===== src/rtl/branch_predict_unit_if.sv =====
// Fetch/Execute bus between the pipeline and the branch predict unit.
// The pipeline side is the master; the predictor is the slave.
interface branch_predict_unit_if #(
    parameter int CNT_BITS = 16
);
    logic [31:0]         F_PC;
    logic                F_PredTaken;
    logic [31:0]         F_PredTarget;
    logic [31:0]         E_PC;
    logic [1:0]          E_PCS;
    logic [2:0]          E_Funct3;
    logic [2:0]          E_ALUFlags;
    logic [31:0]         E_Target;
    logic                E_PredTaken;
    logic [31:0]         E_PredTarget;
    logic                E_Stall;
    logic [1:0]          E_PCSrc;
    logic                E_Mispredict;
    logic [CNT_BITS-1:0] BranchCount;
    logic [CNT_BITS-1:0] MispredCount;

    modport master (
        output F_PC, E_PC, E_PCS, E_Funct3, E_ALUFlags, E_Target,
               E_PredTaken, E_PredTarget, E_Stall,
        input  F_PredTaken, F_PredTarget, E_PCSrc, E_Mispredict,
               BranchCount, MispredCount
    );

    modport slave (
        input  F_PC, E_PC, E_PCS, E_Funct3, E_ALUFlags, E_Target,
               E_PredTaken, E_PredTarget, E_Stall,
        output F_PredTaken, F_PredTarget, E_PCSrc, E_Mispredict,
               BranchCount, MispredCount
    );
endinterface


===== src/rtl/branch_predict_unit.sv =====
// Direct-mapped BTB with 2-bit counters: predicts in Fetch, resolves and
// trains from Execute, and keeps saturating branch/mispredict statistics.
module branch_predict_unit #(
    parameter int IDX_BITS = 4,
    parameter int TAG_BITS = 8,
    parameter int CNT_BITS = 16
) (
    input logic CLK,
    input logic RESET,
    branch_predict_unit_if.slave bus
);
    localparam int unsigned N = 1 << IDX_BITS;

    logic [N-1:0]        valid_q;
    logic [TAG_BITS-1:0] tag_q [N];
    logic [31:0]         tgt_q [N];
    logic [1:0]          cnt_q [N];
    logic [CNT_BITS-1:0] branch_cnt;
    logic [CNT_BITS-1:0] mispred_cnt;

    logic [IDX_BITS-1:0] f_idx, e_idx;
    logic [TAG_BITS-1:0] f_tag, e_tag;
    logic                f_hit, e_hit;
    logic                is_cond, is_jal, is_jalr, is_none;
    logic                cond_taken, taken, ctl_mispred;
    logic                eq, lt, ltu;
    logic                unused_bits;

    assign f_idx = bus.F_PC[IDX_BITS+1:2];
    assign f_tag = bus.F_PC[IDX_BITS+TAG_BITS+1:IDX_BITS+2];
    assign e_idx = bus.E_PC[IDX_BITS+1:2];
    assign e_tag = bus.E_PC[IDX_BITS+TAG_BITS+1:IDX_BITS+2];
    assign unused_bits = ^{bus.F_PC[31:IDX_BITS+TAG_BITS+2], bus.F_PC[1:0],
                           bus.E_PC[31:IDX_BITS+TAG_BITS+2], bus.E_PC[1:0]};

    assign f_hit = valid_q[f_idx] && (tag_q[f_idx] == f_tag);
    assign e_hit = valid_q[e_idx] && (tag_q[e_idx] == e_tag);

    assign bus.F_PredTaken  = f_hit && cnt_q[f_idx][1];
    assign bus.F_PredTarget = (f_hit && cnt_q[f_idx][1]) ? tgt_q[f_idx] : '0;

    assign is_none = (bus.E_PCS == 2'b00);
    assign is_cond = (bus.E_PCS == 2'b01);
    assign is_jal  = (bus.E_PCS == 2'b10);
    assign is_jalr = (bus.E_PCS == 2'b11);
    assign {eq, lt, ltu} = bus.E_ALUFlags;

    always_comb begin
        case (bus.E_Funct3)
            3'b000:  cond_taken = eq;
            3'b001:  cond_taken = ~eq;
            3'b100:  cond_taken = lt;
            3'b101:  cond_taken = ~lt;
            3'b110:  cond_taken = ltu;
            3'b111:  cond_taken = ~ltu;
            default: cond_taken = 1'b0;
        endcase
    end

    assign taken       = is_jal || (is_cond && cond_taken);
    assign ctl_mispred = taken ? (~bus.E_PredTaken || (bus.E_PredTarget != bus.E_Target))
                               : bus.E_PredTaken;

    always_comb begin
        bus.E_PCSrc      = 2'b00;
        bus.E_Mispredict = 1'b0;
        if (is_jalr) begin
            bus.E_PCSrc = 2'b11;
        end else if (is_cond || is_jal) begin
            if (ctl_mispred) begin
                bus.E_PCSrc      = taken ? 2'b01 : 2'b10;
                bus.E_Mispredict = 1'b1;
            end
        end else if (bus.E_PredTaken) begin
            // Fetch hit an entry aliased onto a non-control instruction.
            bus.E_PCSrc      = 2'b10;
            bus.E_Mispredict = 1'b1;
        end
    end

    always_ff @(posedge CLK) begin
        if (RESET) begin
            valid_q <= '0;
            for (int unsigned i = 0; i < N; i++) begin
                tag_q[i] <= '0;
                tgt_q[i] <= '0;
                cnt_q[i] <= 2'b01;
            end
            branch_cnt  <= '0;
            mispred_cnt <= '0;
        end else if (!bus.E_Stall) begin
            if (is_cond) begin
                if (e_hit) begin
                    if (taken) begin
                        if (cnt_q[e_idx] != 2'b11) cnt_q[e_idx] <= cnt_q[e_idx] + 2'd1;
                        tgt_q[e_idx] <= bus.E_Target;
                    end else if (cnt_q[e_idx] != 2'b00) begin
                        cnt_q[e_idx] <= cnt_q[e_idx] - 2'd1;
                    end
                end else if (taken) begin
                    valid_q[e_idx] <= 1'b1;
                    tag_q[e_idx]   <= e_tag;
                    tgt_q[e_idx]   <= bus.E_Target;
                    cnt_q[e_idx]   <= 2'b10;
                end
            end else if (is_jal) begin
                valid_q[e_idx] <= 1'b1;
                tag_q[e_idx]   <= e_tag;
                tgt_q[e_idx]   <= bus.E_Target;
                cnt_q[e_idx]   <= 2'b11;
            end else if ((is_jalr || (is_none && bus.E_PredTaken)) && e_hit) begin
                valid_q[e_idx] <= 1'b0;
            end

            if ((is_cond || is_jal) && (branch_cnt != '1))
                branch_cnt <= branch_cnt + CNT_BITS'(1);
            if (bus.E_Mispredict && (mispred_cnt != '1))
                mispred_cnt <= mispred_cnt + CNT_BITS'(1);
        end
    end

    assign bus.BranchCount  = branch_cnt;
    assign bus.MispredCount = mispred_cnt;
endmodule


===== src/flat_wrapper.sv =====
// flat-port wrapper written by rule: the top's interface ports become plain ports
module branch_predict_unit_flat 
#(
    parameter int IDX_BITS = 4,
    parameter int TAG_BITS = 8,
    parameter int CNT_BITS = 16
)
  (CLK, RESET, bus_F_PC, bus_E_PC, bus_E_PCS, bus_E_Funct3, bus_E_ALUFlags, bus_E_Target, bus_E_PredTaken, bus_E_PredTarget, bus_E_Stall, bus_F_PredTaken, bus_F_PredTarget, bus_E_PCSrc, bus_E_Mispredict, bus_BranchCount, bus_MispredCount);
  branch_predict_unit_if #(.CNT_BITS(CNT_BITS)) bus_i ();
  input logic CLK;
  input logic RESET;
  input wire logic [$bits(bus_i.F_PC)-1:0] bus_F_PC;
  input wire logic [$bits(bus_i.E_PC)-1:0] bus_E_PC;
  input wire logic [$bits(bus_i.E_PCS)-1:0] bus_E_PCS;
  input wire logic [$bits(bus_i.E_Funct3)-1:0] bus_E_Funct3;
  input wire logic [$bits(bus_i.E_ALUFlags)-1:0] bus_E_ALUFlags;
  input wire logic [$bits(bus_i.E_Target)-1:0] bus_E_Target;
  input wire logic [$bits(bus_i.E_PredTaken)-1:0] bus_E_PredTaken;
  input wire logic [$bits(bus_i.E_PredTarget)-1:0] bus_E_PredTarget;
  input wire logic [$bits(bus_i.E_Stall)-1:0] bus_E_Stall;
  output wire logic [$bits(bus_i.F_PredTaken)-1:0] bus_F_PredTaken;
  output wire logic [$bits(bus_i.F_PredTarget)-1:0] bus_F_PredTarget;
  output wire logic [$bits(bus_i.E_PCSrc)-1:0] bus_E_PCSrc;
  output wire logic [$bits(bus_i.E_Mispredict)-1:0] bus_E_Mispredict;
  output wire logic [$bits(bus_i.BranchCount)-1:0] bus_BranchCount;
  output wire logic [$bits(bus_i.MispredCount)-1:0] bus_MispredCount;
  assign bus_i.F_PC = bus_F_PC;
  assign bus_i.E_PC = bus_E_PC;
  assign bus_i.E_PCS = bus_E_PCS;
  assign bus_i.E_Funct3 = bus_E_Funct3;
  assign bus_i.E_ALUFlags = bus_E_ALUFlags;
  assign bus_i.E_Target = bus_E_Target;
  assign bus_i.E_PredTaken = bus_E_PredTaken;
  assign bus_i.E_PredTarget = bus_E_PredTarget;
  assign bus_i.E_Stall = bus_E_Stall;
  assign bus_F_PredTaken = bus_i.F_PredTaken;
  assign bus_F_PredTarget = bus_i.F_PredTarget;
  assign bus_E_PCSrc = bus_i.E_PCSrc;
  assign bus_E_Mispredict = bus_i.E_Mispredict;
  assign bus_BranchCount = bus_i.BranchCount;
  assign bus_MispredCount = bus_i.MispredCount;
  branch_predict_unit #(.IDX_BITS(IDX_BITS), .TAG_BITS(TAG_BITS), .CNT_BITS(CNT_BITS)) u_core (.CLK(CLK), .RESET(RESET), .bus(bus_i));
endmodule

===== config.mk =====
export PLATFORM = sky130hd
export DESIGN_NAME = branch_predict_unit_flat
export DESIGN_NICKNAME = d
export VERILOG_FILES = /design/src/rtl/branch_predict_unit_if.sv /design/src/rtl/branch_predict_unit.sv /design/src/flat_wrapper.sv
export SDC_FILE = /design/constraint.sdc
export NUM_CORES = 1
export LEC_CHECK = 0
export CAP_MARGIN = 20
export CORE_MARGIN = 3
export CORE_UTILIZATION = 40
export DETAILED_ROUTE_END_ITERATION = 12
export DONT_BUFFER_PORTS = 1
export PLACE_DENSITY_LB_ADDON = 0.25
export SYNTH_ARGS = -nofsm -noshare
export SYNTH_HDL_FRONTEND = slang
export SYNTH_SLANG_ARGS = --single-unit

===== constraint.sdc =====
create_clock -name CLK -period 5.5 [get_ports CLK]
set_clock_uncertainty 0.15 [all_clocks]
set_input_delay 0.275 -clock CLK [delete_from_list [all_inputs] [get_ports CLK]]
set_output_delay 0.275 -clock CLK [all_outputs]
set_load 0.05 [all_outputs]

==> results of run 1 <==
metal layers:
layer	vias to the layer above	wire [µm]
li1	9489	-
met1	11579	42640
met2	1066	53160
met3	183	9447
met4	0	2890
met5	-	0
cells in the final DEF (no fill, tap or decap), types with 18 or more instances in the layout:
master	Yosys	layout
nor2b_1	50	50
nor2_1	42	33
mux4_2	226	226
a21oi_1	31	31
o21ai_0	35	35
nand4_1	21	21
dlygate4sd3_1	0	47
clkbuf_16	0	83
a211oi_1	19	18
and3_1	650	650
xor2_1	32	32
buf_4	2	76
nand3_1	28	27
nand2b_1	25	25
xnor2_1	30	30
edfxtp_1	672	672
nand2_1	47	47
dfxtp_1	48	48
timing repair:
action | in CTS | in global routing
hold endpoints to repair | 765 | 0
hold buffers | 48 | 0
setup buffers | 0 | 0
layout make-up:
| type | instances | share of cell area |
|---|---|---|
| sequential | 720 | 0.5312 |
| multi-input combinational | 1427 | 0.3344 |
| clock buffer | 103 | 0.05467 |
| tap | 1155 | 0.03631 |
| timing repair buffer | 132 | 0.03084 |
| clock inverter | 47 | 0.01185 |
| inverter | 6 | 0.0005659 |
| antenna | 3 | 0.0001886 |
metrics by stage:
stage                     cells  utilization  setup slack [ps]  power [µW]
after floorplan            2431            -              1471        7170
after global placement     3390       0.4194              1325        7339
after detailed placement   3390       0.4194              1270        7372
after CTS                  3588       0.4554             735.2       12810
after global routing       3593       0.4559             758.1       13110
final                      3593       0.4559             794.4       12740
final timing paths:
kind                               startpoint                                       to  slack, ps  cells after the start
max          u_core.tag_q[3][5]$_SDFFCE_PN0P_                     bus_F_PredTarget[22]        790                      6
min                           bus_E_PredTaken  u_core.bus.MispredCount[4]$_SDFFE_PP0P_         30                      4
max reg2reg  u_core.tag_q[9][1]$_SDFFCE_PN0P_         u_core.tag_q[5][4]$_SDFFCE_PN0P_       1220                     10
min reg2reg                         flip-flop                                flip-flop        370                      2
power groups by stage:
| stage | Sequential, µW | Combinational (µW) | Clock, µW |
|---|---|---|---|
| final | 6340 | 1030 | 5380 |
| after global routing | 6360 | 1080 | 5670 |
| after CTS | 6340 | 1020 | 5450 |
| after detailed placement | 6450 | 921 | 0 |
| after global placement | 6430 | 912 | 0 |
| after floorplan | 6410 | 756 | 0 |
tightest hold or removal path, delay by kind of cell:
kind / cells / cell delay [ps]
compound gates: 2 / 330
simple gates: 1 / 40
xor+xnor: 1 / 140
kinds of logic after synthesis:
| family | share of synthesized area |
|---|---|
| AND/OR/NAND/NOR | 0.1570 |
| flip-flops | 0.5959 |
| buffers and inverters | 0.03350 |
| multiplexers | 0.1652 |
| AO/OA/AOI/OAI | 0.03068 |
| XOR/XNOR | 0.01531 |
| adder cells (fa/ha/maj) | 0.002469 |
state kept, by name, summed over array words and instances (netlist names), named ones only:
signal / flops
u_core.tgt_q: 512
u_core.tag_q: 128
u_core.cnt_q: 32
u_core.bus.BranchCount: 16
u_core.bus.MispredCount: 16
==> results, run 1 <==
- In the synthesized netlist the async set-or-reset flop fraction comes to 0.
- The area growth from synthesis to layout is 12.18%.
- The number of instances in the synthesized netlist is 2431.
- By count the netlist is led by 672 x edfxtp_1, 650 x and3_1, 233 x clkbuf_1, 226 x mux4_2, 50 x nor2b_1.
- Headroom to the max-slew limit came out at 0.2725.
- The H-tree level count is 3.
- The internal power summed over all cells is 9813 µW.
- The clock group share of total power is 0.422.
- The data required time of the worst path is 5080 ps.
- The routability-driven placement congestion ratio is 0.7920.
- In this run the remaining antenna-violating nets after routing total 0.
- The area of the die is 92300 µm².
- Detailed placement ended at an HPWL of 57.86 mm.
- The number of hold-slack violations in the final timing report came to 0.
- In this run the cell area of the synthesized design comes to 35480 µm².
- Traced cell by cell, the critical path runs through mux4_2, mux4_2, xor2_1, nor4_1, nand3_2, nor2b_1.
- The peak supply drop is 0.2140 mV.
- The number of fill cells is 7625.
- During I/O placement, the number of pins put on the boundary was 208.
- The initialized floorplan defines 108 standard-cell rows.
- Summed over all layers, the routed wires come to 108.1 mm.
- Clock tree synthesis inserted a total of 81 buffers.
- The worst-margin pin slew is 1095 ps.
- The type of origin of the critical path is a flip-flop.
- The register area is 21140 µm².
- The dominant delay contributor by cell family on the critical path is simple AND/OR/NAND/NOR gates.
- Yosys attributes the largest share of cell area to edfxtp_1 57%, mux4_2 14%, and3_1 11%, dfxtp_1 2.7%, clkbuf_1 2.5%.
- The analysis attributes to cell leakage a power of 0.01551 µW.
- The share of total power in combinational logic is 0.081.
- The warning count from the yosys run is 0.
- At the worst endpoint, the arrival time is 4280 ps.
- The total of buffers placed on input and output ports is 0.
- The share of power burned in registers is 0.497.
- The number of DRC violations after detailed routing is 0.
- The worst path needs 4706 ps of the cycle, external delays included.
- The total number of nets in the final design is 2515.
- The pin count of the biggest net entering global routing is 177.
- The count of buffer and inverter cells on the critical path is 0.
- The post-route standard cell area excluding fillers is 39800 µm².
- The worst hold slack is 32.34 ps.
- The power per standard cell area is 320.2 nW/µm².
- Setup repair after global routing left no endpoint under its margin.
- For this design, the sink count on the clock tree is 720.
- The final period utilization is 0.8556.
- The setup TNS after final layout is 0 ps.
- The path class of the lowest-slack min-delay path is input port to flip-flop.
- The cell sitting at the root of the clock tree is a clkbuf_16.
- The first detailed-routing pass ran for 5 iterations.
- Of the total power, the share spent switching nets is 0.2300.
- Of the post-synthesis cell area, the dominant cell type holds 0.5688.
- The die height is 303.8 µm.
- The clock tree from TritonCTS is done.
- The number of max-cap violations is 0.
- The initial antenna violation count is 7.
- The via count of the first global-routing pass is 22991.
- The final max-slew violation count was 0.
- The startpoint-to-endpoint class of the critical path is flip-flop to output pin.
- The synthesized design contains 720 register bits.
- The worst setup path is captured at an output pin.
- The maximum root-to-sink buffer count is 3.
- Yosys mapped the design onto 53 distinct sky130hd cell types.
- The critical-path cell with the highest stage delay is nor2b_1.
- Setup violations remaining at the end of the flow were counted as 0.
- For this run, the slowest stage of the critical path takes 980 ps.
- The total number of vias is 22317.
- The overall global routing resource usage is 0.2300.
- Dividing the detail-routed via count by the number of cells gives 6.211.
- The effective utilization at floorplan is 0.4064.
- In this run, synthesis inferred 672 flip-flops with an integrated enable.
- Once the clock tree was built, the resizer swapped 0 gates to a different size.
- edfxtp_1 takes more of the synthesized area than any other cell.
- The average cell area after synthesis is 14.59 µm².
- The run finished with clean final reports.
- The wire length of the first global-routing pass is 157.3 mm.
- After clock tree synthesis, the clock-pin slew on the worst setup and hold paths is 60 ps.
- In the final routed layout, each cell accounts on average for 30.10 µm.
- The prevailing post-synth register cell is edfxtp_1.
- The cell area after placement is 36610 µm².
- For met3 alone, demand over resource in global routing was 0.05394.
- The cell seen most often among critical-path stages is mux4_2.
- When the netlist entered floorplanning its net count stood at 2578.
- The net switching power of the design is 2931 µW.
- The global routing usage on met2 is 0.3792.
- The detailed router finished its first iteration with 2531 violations.
- The total area of multi-input combinational cells is 13310 µm².
- The layer flagged by global routing as most heavily used is met2.
- The fraction of the yosys area taken by sequential cells is 0.5959.
- The fraction of layout cells with a size suffix above 1 is 0.2029.
- After floorplanning, the core was sized to cover 87290 µm².
- In this run the worst path has a maximum fanout of 15.
- The most common cell in the synthesized netlist is edfxtp_1.
- The global route total overflow is 0.
- The highest attainable clock frequency is 212.5 MHz.
- The die extent in x is 303.8 µm.
- For this run, global-route usage on met1 was measured as 0.3031.
- The latest clock arrival within the worst-skew pair is 640 ps.
Power figures use the tool's default switching activity.
==> inputs of run 2 (changes only) <==
- CORE_UTILIZATION: 40 -> 54
==> run 2 against run 1 <==
Clock-buffer cell count fell by 1; clock power fell by 6.3%; sequential share of layout area rose by 1.0 points; register-to-register slack got worse by 20 ps; fmax fell by 0.43%; flip-flop and latch count did not move; critical endpoint is now bus_F_PredTarget[0]; die area fell by 25%; routed wire length fell by 9.5%; core utilization rose by 15 points; via count rose by 0.39%; design area fell by 1.8%.
==> results, run 2 (synthesized netlist as in run 1, its figures left out) <==
- The flow ran to the end, and the final reports show no timing, DRC or antenna violations.
- The tree is rooted in a clkbuf_16.
- The worst hold slack is 7.937 ps.
- The number of gates resized after cts is 0.
- The global route total overflow is 0.
- The total number of vias is 22403.
- Across the run, the number of max-cap violations was 0.
- Fill cells in the final layout number 4809.
- The hold-fix buffer count after cts is 48.
- In the final layout, the registers with the most flip-flops are u_core.tgt_q (512), u_core.tag_q (128), u_core.cnt_q (32).
- For the pin with the worst max-slew slack, the measured transition is 1141 ps.
- The leading cell type in the layout, fill and taps excluded is edfxtp_1.
- The peak supply drop is 0.2389 mV.
- The total area of multi-input combinational cells is 13300 µm².
- The number of routed nets with antenna violations is 0.
- The type of origin of the critical path is a flip-flop.
- In the layout the commonest cells are 672 x edfxtp_1, 650 x and3_1, 226 x mux4_2.
- Once detailed placement completed, the half-perimeter wirelength came to 51.15 mm.
- The via count of the first global-routing pass is 22510.
- The cell area after placement is 36050 µm².
- The routed wire length is 97.82 mm.
- The area growth from synthesis to layout is 10.11%.
- The effective utilization at floorplan is 0.5484.
- The power per standard cell area is 316.7 nW/µm².
- Derived from the worst setup path, the maximum achievable clock frequency is 211.6 MHz.
- The number of clock buffers added by TritonCTS is 77.
- In the final design database the tool counted 2495 nets.
- The pin count of the biggest net entering global routing is 209.
- The number of hold-slack violations in the final timing report is 0.
- The dominant delay contributor by cell family on the critical path is simple AND/OR/NAND/NOR gates.
- The startpoint-to-endpoint class of the critical path is flip-flop to output pin.
- The number of DRC violations after detailed routing is 0.
- In the routed layout, each cell is associated on average with a via count of 6.864.
- Across all register-to-register paths, the minimum setup slack is 1200 ps.
- The row count is 93.
- The initial antenna violation count came to 2.
- The final period utilization is 0.8593.
- The latest clock arrival within the worst-skew pair is 620 ps.
- The routability-driven placement congestion ratio is 0.8131.
- The worst reg2reg path startpoint is u_core.tag_q[9][1]$_SDFFCE_PN0P_.
- The fraction of the core area covered by cells at the end of the flow is 0.6038.
- The end point of the worst hold path is u_core.bus.MispredCount[3]$_SDFFE_PP0P_.
- The post-CTS setup-driven buffer insertion count is 0.
- The worst slew slack as a fraction of its limit is 0.2392.
- In the final routed layout, each cell accounts on average for 29.97 µm.
- The count of buffer and inverter cells on the critical path is 2.
- OpenSTA, run right after detailed placement, puts the worst setup slack at 1302 ps.
- The clock tree from TritonCTS is done.
- The final-report setup violation count is 0.
- The area of the die is 68810 µm².
- The H-tree was split into 3 levels.
- The largest stage delay on the critical path is 530 ps.
- Counting instances, the worst hold path has a depth of 4.
- The worst register-to-register path ends at u_core.tag_q[2][7]$_SDFFCE_PN0P_.
- The count of buffers added on input and output ports is 0.
- The critical path data arrival time is 4300 ps.
- The signal on the critical path passes through mux4_2, mux4_2, xor2_1, nor4_1, nand3_2, buf_4, nor2b_1, buf_4.
- The data required time of the worst path is 5080 ps.
- In this run the vertical extent of the chip is 262.3 µm.
- The post-route standard cell area excluding fillers is 39070 µm².
- The worst setup slack after layout is 773.9 ps.
- In the global route stage, overall resource usage came out at 0.2814.
- The critical-path cell with the highest stage delay is nand3_2.
- Summed over all cells, the static leakage comes to 0.01530 µW.
- After layout, the minimum clock period comes to 4726 ps.
- In this run the worst hold path is classified as input port to flip-flop.
- The clock sink count is 720.
- The final max-slew violation count came to 0.
- The die extent in x is 262.3 µm.
- The wire length of the first global-routing pass is 144.8 mm.
- The critical-path maximum fanout is 19.
- The largest register by flop count is u_core.tgt_q.
- The register with the most flip-flops in the layout has 512 of them.
- The clock passes through at most 3 buffers.
- The fraction of layout cells with a size suffix above 1 is 0.1916.
- The count of TritonRoute iterations in the first routing pass is 5.
- After clock tree synthesis, the clock-pin slew on the worst setup and hold paths is 60 ps.
- After the first detailed-routing iteration, the DRC count stood at 3021.
- The endpoint kind of the worst setup timing path is an output pin.
- Setup repair after global routing left no endpoint under its margin.
- In this run the most critical hold path is launched from bus_E_PredTaken.
- 208 I/O pins were placed.
- The region available for standard cell placement spans 64700 µm².
- The worst-case reg-to-reg path depth is 10.
- The setup TNS after final layout is 0 ps.
- The register area is 21140 µm².
-- run 2: changes by cell type in the layout (fill, tap and decap cells not counted), moves of 2 or more --
cell / before / now
clkinv_8: 2 / 0
clkbuf_2: 3 / 0
clkinv_2: 15 / 9
clkbuf_16: 83 / 79
clkbuf_1: 15 / 20
clkinv_1: 16 / 14
bufinv_16: 6 / 4
buf_4: 76 / 62
-- run 2: area by class of cell --
type,instances,share of cell area
well taps,855,0.02738
clock buffers,102,0.05358
repair buffers,116,0.02793
flip-flops and latches,720,0.5411
diodes,3,0.0001922
multi-input cells,1427,0.3406
inverters,6,0.0005765
clock inverters,35,0.008647
-- run 2: worst max path at each step --
stage / from / endpoint / cells after the start
2_1_floorplan: bus_F_PC[2] / bus_F_PredTarget[10] / 9
3_3_place_gp: u_core.tag_q[9][1]$_SDFFCE_PN0P_ / u_core.tag_q[2][1]$_SDFFCE_PN0P_ / 9
3_5_place_dp: u_core.tag_q[9][1]$_SDFFCE_PN0P_ / u_core.tag_q[2][7]$_SDFFCE_PN0P_ / 9
4_1_cts: u_core.tag_q[12][7]$_SDFFCE_PN0P_ / bus_F_PredTarget[0] / 8
5_1_grt: u_core.tag_q[9][7]$_SDFFCE_PN0P_ / bus_F_PredTarget[0] / 8
6_report: u_core.tag_q[13][7]$_SDFFCE_PN0P_ / bus_F_PredTarget[0] / 8
-- run 2: tightest hold or removal path, delay by kind of cell --
family           cells  cell delay, ps
AO/OA/AOI/OAI        3             360
AND/OR/NAND/NOR      1              80
-- run 2: power breakdown --
part / total (µW) / internal (µW) / switching (µW)
sequential: 6340 / 6250 / 93.6
combinational: 990 / 445 / 545
clock: 5040 / 2880 / 2160
total: 12400 / 9570 / 2800
-- run 2: metrics by stage --
step	cells	total power [µW]
2_1_floorplan	2431	7170
3_3_place_gp	3069	7286
3_5_place_dp	3071	7329
4_1_cts	3256	12390
5_1_grt	3262	12690
6_report	3264	12370
-- run 2: layer usage --
metal  GRT usage  vias up  routed length, µm
met1      0.3782    11375              35610
li1            -     9429                  -
met2      0.4488     1386              47250
met5           0        -                  0
met4      0.1040        0               3360
met3     0.07097      213              11600
==> inputs of run 3 (changes only) <==
- REMOVE_ABC_BUFFERS: default -> 1
==> run 3 against run 2 <==
Combinational power increased by 0.7%; non-clock buffer count increased by 6; first-iteration DRC count increased by 9.5%; critical path type unchanged.
==> results, run 3 (synthesized netlist as in run 1, its figures left out) <==
- For the pin with the worst max-slew slack, the measured transition is 1150 ps.
- The total number of vias is 22440.
- The minimum clock period after layout is 4673 ps.
- The startpoint identified for the worst hold timing path is RESET.
- The critical-path cell with the highest stage delay is nand3_2.
- The data required time of the worst path is 5080 ps.
- The tree is rooted in a clkbuf_16.
- In the final layout, the share of cells above drive strength 1 is 0.1912.
- The total of buffers placed on input and output ports is 0.
- The post-detailed-placement half-perimeter wirelength is 50.71 mm.
- In the layout the commonest cells are 672 x edfxtp_1, 650 x and3_1, 226 x mux4_2.
- The floorplan has 93 rows.
- Of the available clock period, the critical path in the final layout requires 0.8496.
- STA classifies the critical path startpoint as a flip-flop.
- Setup violations remaining at the end of the flow were counted as 0.
- The number of DRC violations after detailed routing is 0.
- Counting the fill cells in the layout gives 4795.
- In this run the critical register-to-register path is launched from u_core.tag_q[3][1]$_SDFFCE_PN0P_.
- The depth of the worst hold-timing path is 1.
- The flow ran to the end, and the final reports show no timing, DRC or antenna violations.
- The region available for standard cell placement spans 64700 µm².
- Walking the worst path, the cells encountered are mux4_2, mux4_2, xor2_1, nor4_1, nand3_2, buf_4, nor2b_1, buf_4.
- The wire length of the first global-routing pass is 145.1 mm.
- TritonCTS built the clock tree.
- Registers take 21140 µm².
- The library cell used most frequently in the layout, excluding fill and tap cells, is edfxtp_1.
- For this configuration, the core starts out at a cell density of 0.5484.
- Pin placement for this block handled 208 I/O pins.
- For this run, the slowest stage of the critical path takes 610 ps.
- The routed wire length is 97.39 mm.
- CTS saw 720 sinks.
- The logic depth of the worst path, buffers included is 8.
- Relative to the synthesized area, the layout overhead comes to 10.13%.
- No sink is reached through more buffers than the 3 on the longest clock path.
- Measured along the y axis, the die boundary spans 262.3 µm.
- The number of antenna diodes in the final layout is 0.
- The peak supply drop is 0.1941 mV.
- Summed over all cells, the static leakage comes to 0.01532 µW.
- The path class of the lowest-slack min-delay path is input port to flip-flop.
- The worst setup path startpoint is u_core.tag_q[5][7]$_SDFFCE_PN0P_.
- Post-CTS repair changed the size of 0 cells.
- The critical path in this run is classified as flip-flop to output pin.
- The per-cell routed wire length is 29.82 µm.
- For this design the ratio of total power to cell area is 314.9 nW/µm².
- The first routing iteration left 3309 violations.
- Across the run, the number of max-cap violations was 0.
- The share of power burned in registers is 0.515.
- The CTS clock-pin slew for the worst setup and hold paths is 60 ps.
- The largest register by flop count is u_core.tgt_q.
- The number of routed nets with antenna violations is 0.
- The dominant delay contributor by cell family on the critical path is simple AND/OR/NAND/NOR gates.
- The overall global routing resource usage is 0.2807.
- Post-CTS timing repair inserted 0 buffers for setup.
- The internal portion of the total power is 9559 µW.
- Of the total power, the share spent switching nets is 0.2232.
- The number of hold-slack violations in the final timing report was 0.
- The highest attainable clock frequency is 214.0 MHz.
- Dividing the detail-routed via count by the number of cells gives 6.871.
- The die is 262.3 µm wide.
- The die covers 68810 µm².
- The final max-slew violation count is 0.
- The number of buffers created by CTS is 75.
- The number of buffers and inverters on the critical path is 2.
- For this run, the detailed router's first-pass iteration total came to 5.
- In this run the power spent charging and discharging nets is 2746 µW.
- The via count of the first global-routing pass is 22442.
- Setup repair after global routing left no endpoint under its margin.
- The completed layout was analyzed and its total power is 12300 µW.
- The register with the most flip-flops in the layout has 512 of them.
- Of the total power, combinational logic draws 0.081.
- STA puts the critical path data arrival time at 4250 ps.
- The latest clock arrival within the worst-skew pair is 630 ps.
- After clock tree synthesis, the flow added hold-fix buffers numbering 50.
- The initial antenna violation count is 4.
- Measured in cells, the most critical reg-to-reg path has a length of 8.
- Hold is met by 35.86 ps.
- The clock group share of total power is 0.404.
- In the final layout, the registers with the most flip-flops are u_core.tgt_q (512), u_core.tag_q (128), u_core.cnt_q (32).
- The global route total overflow is 0.
- CTS built an H-tree with a depth of 3.
- Measured against its own limit, the worst slew margin works out to 0.2330.
- After the last flow step, the layout net total stands at 2499.
- The critical-path maximum fanout is 14.
- The endpoint kind of the worst setup timing path is an output pin.
- Entering global routing, the biggest net connects 194 pins.
- The total area of multi-input combinational cells is 13300 µm².
- The routability-driven placement congestion ratio is 0.8240.
## run 3: cell types whose count changed in the layout (fill, tap and decap cells not counted), moves of 2 or more
cell and change:
diode_2 -3, clkinv_16 -2, clkbuf_16 -2, clkinvlp_4 -3, buf_4 +2, clkinv_1 +3, dlygate4sd3_1 +2, clkinv_8 +3
## run 3: layout make-up
cell class,instances,area share
Sequential cell,720,0.5411
Multi-Input combinational cell,1427,0.3405
Timing Repair Buffer,122,0.02962
Clock inverter,35,0.008198
Inverter,6,0.0005764
Clock buffer,101,0.05265
Tap cell,855,0.02738
## run 3: metal layers
layer,up-vias,GRT usage,routed length [µm]
met1,11424,0.3849,36610
met4,2,0.1038,3425
met5,-,0,13
li1,9434,-,-
met3,244,0.05477,9808
met2,1336,0.4515,47530
## run 3: final timing paths
kind / end / slack [ps]
max: bus_F_PredTarget[30] / 830
min: u_core.tgt_q[3][10]$_SDFFCE_PN0P_ / 40
max reg2reg: u_core.cnt_q[13][1]$_SDFFCE_PN0P_ / 1450
min reg2reg: flip-flop / 360
## run 3: stage by stage
stage	instance area [µm²]	cells	worst slack, ps	utilization	setup TNS [ps]
after floorplan	34310	2153	-857.1	-	-45210
after global placement	36010	3071	1057	0.5566	0
after detailed placement	36050	3073	934.8	0.5572	0
after CTS	38940	3259	761.9	0.6020	0
after global routing	39070	3266	585.4	0.6039	0
final	39070	3266	827.1	0.6039	0
## run 3: power by group through the flow
stage	Combinational [µW]	Sequential [µW]	Clock (µW)
6_report	997	6340	4970
2_1_floorplan	614	6410	0
4_1_cts	980	6340	5010
3_3_place_gp	865	6430	0
5_1_grt	1040	6360	5230
3_5_place_dp	883	6460	0
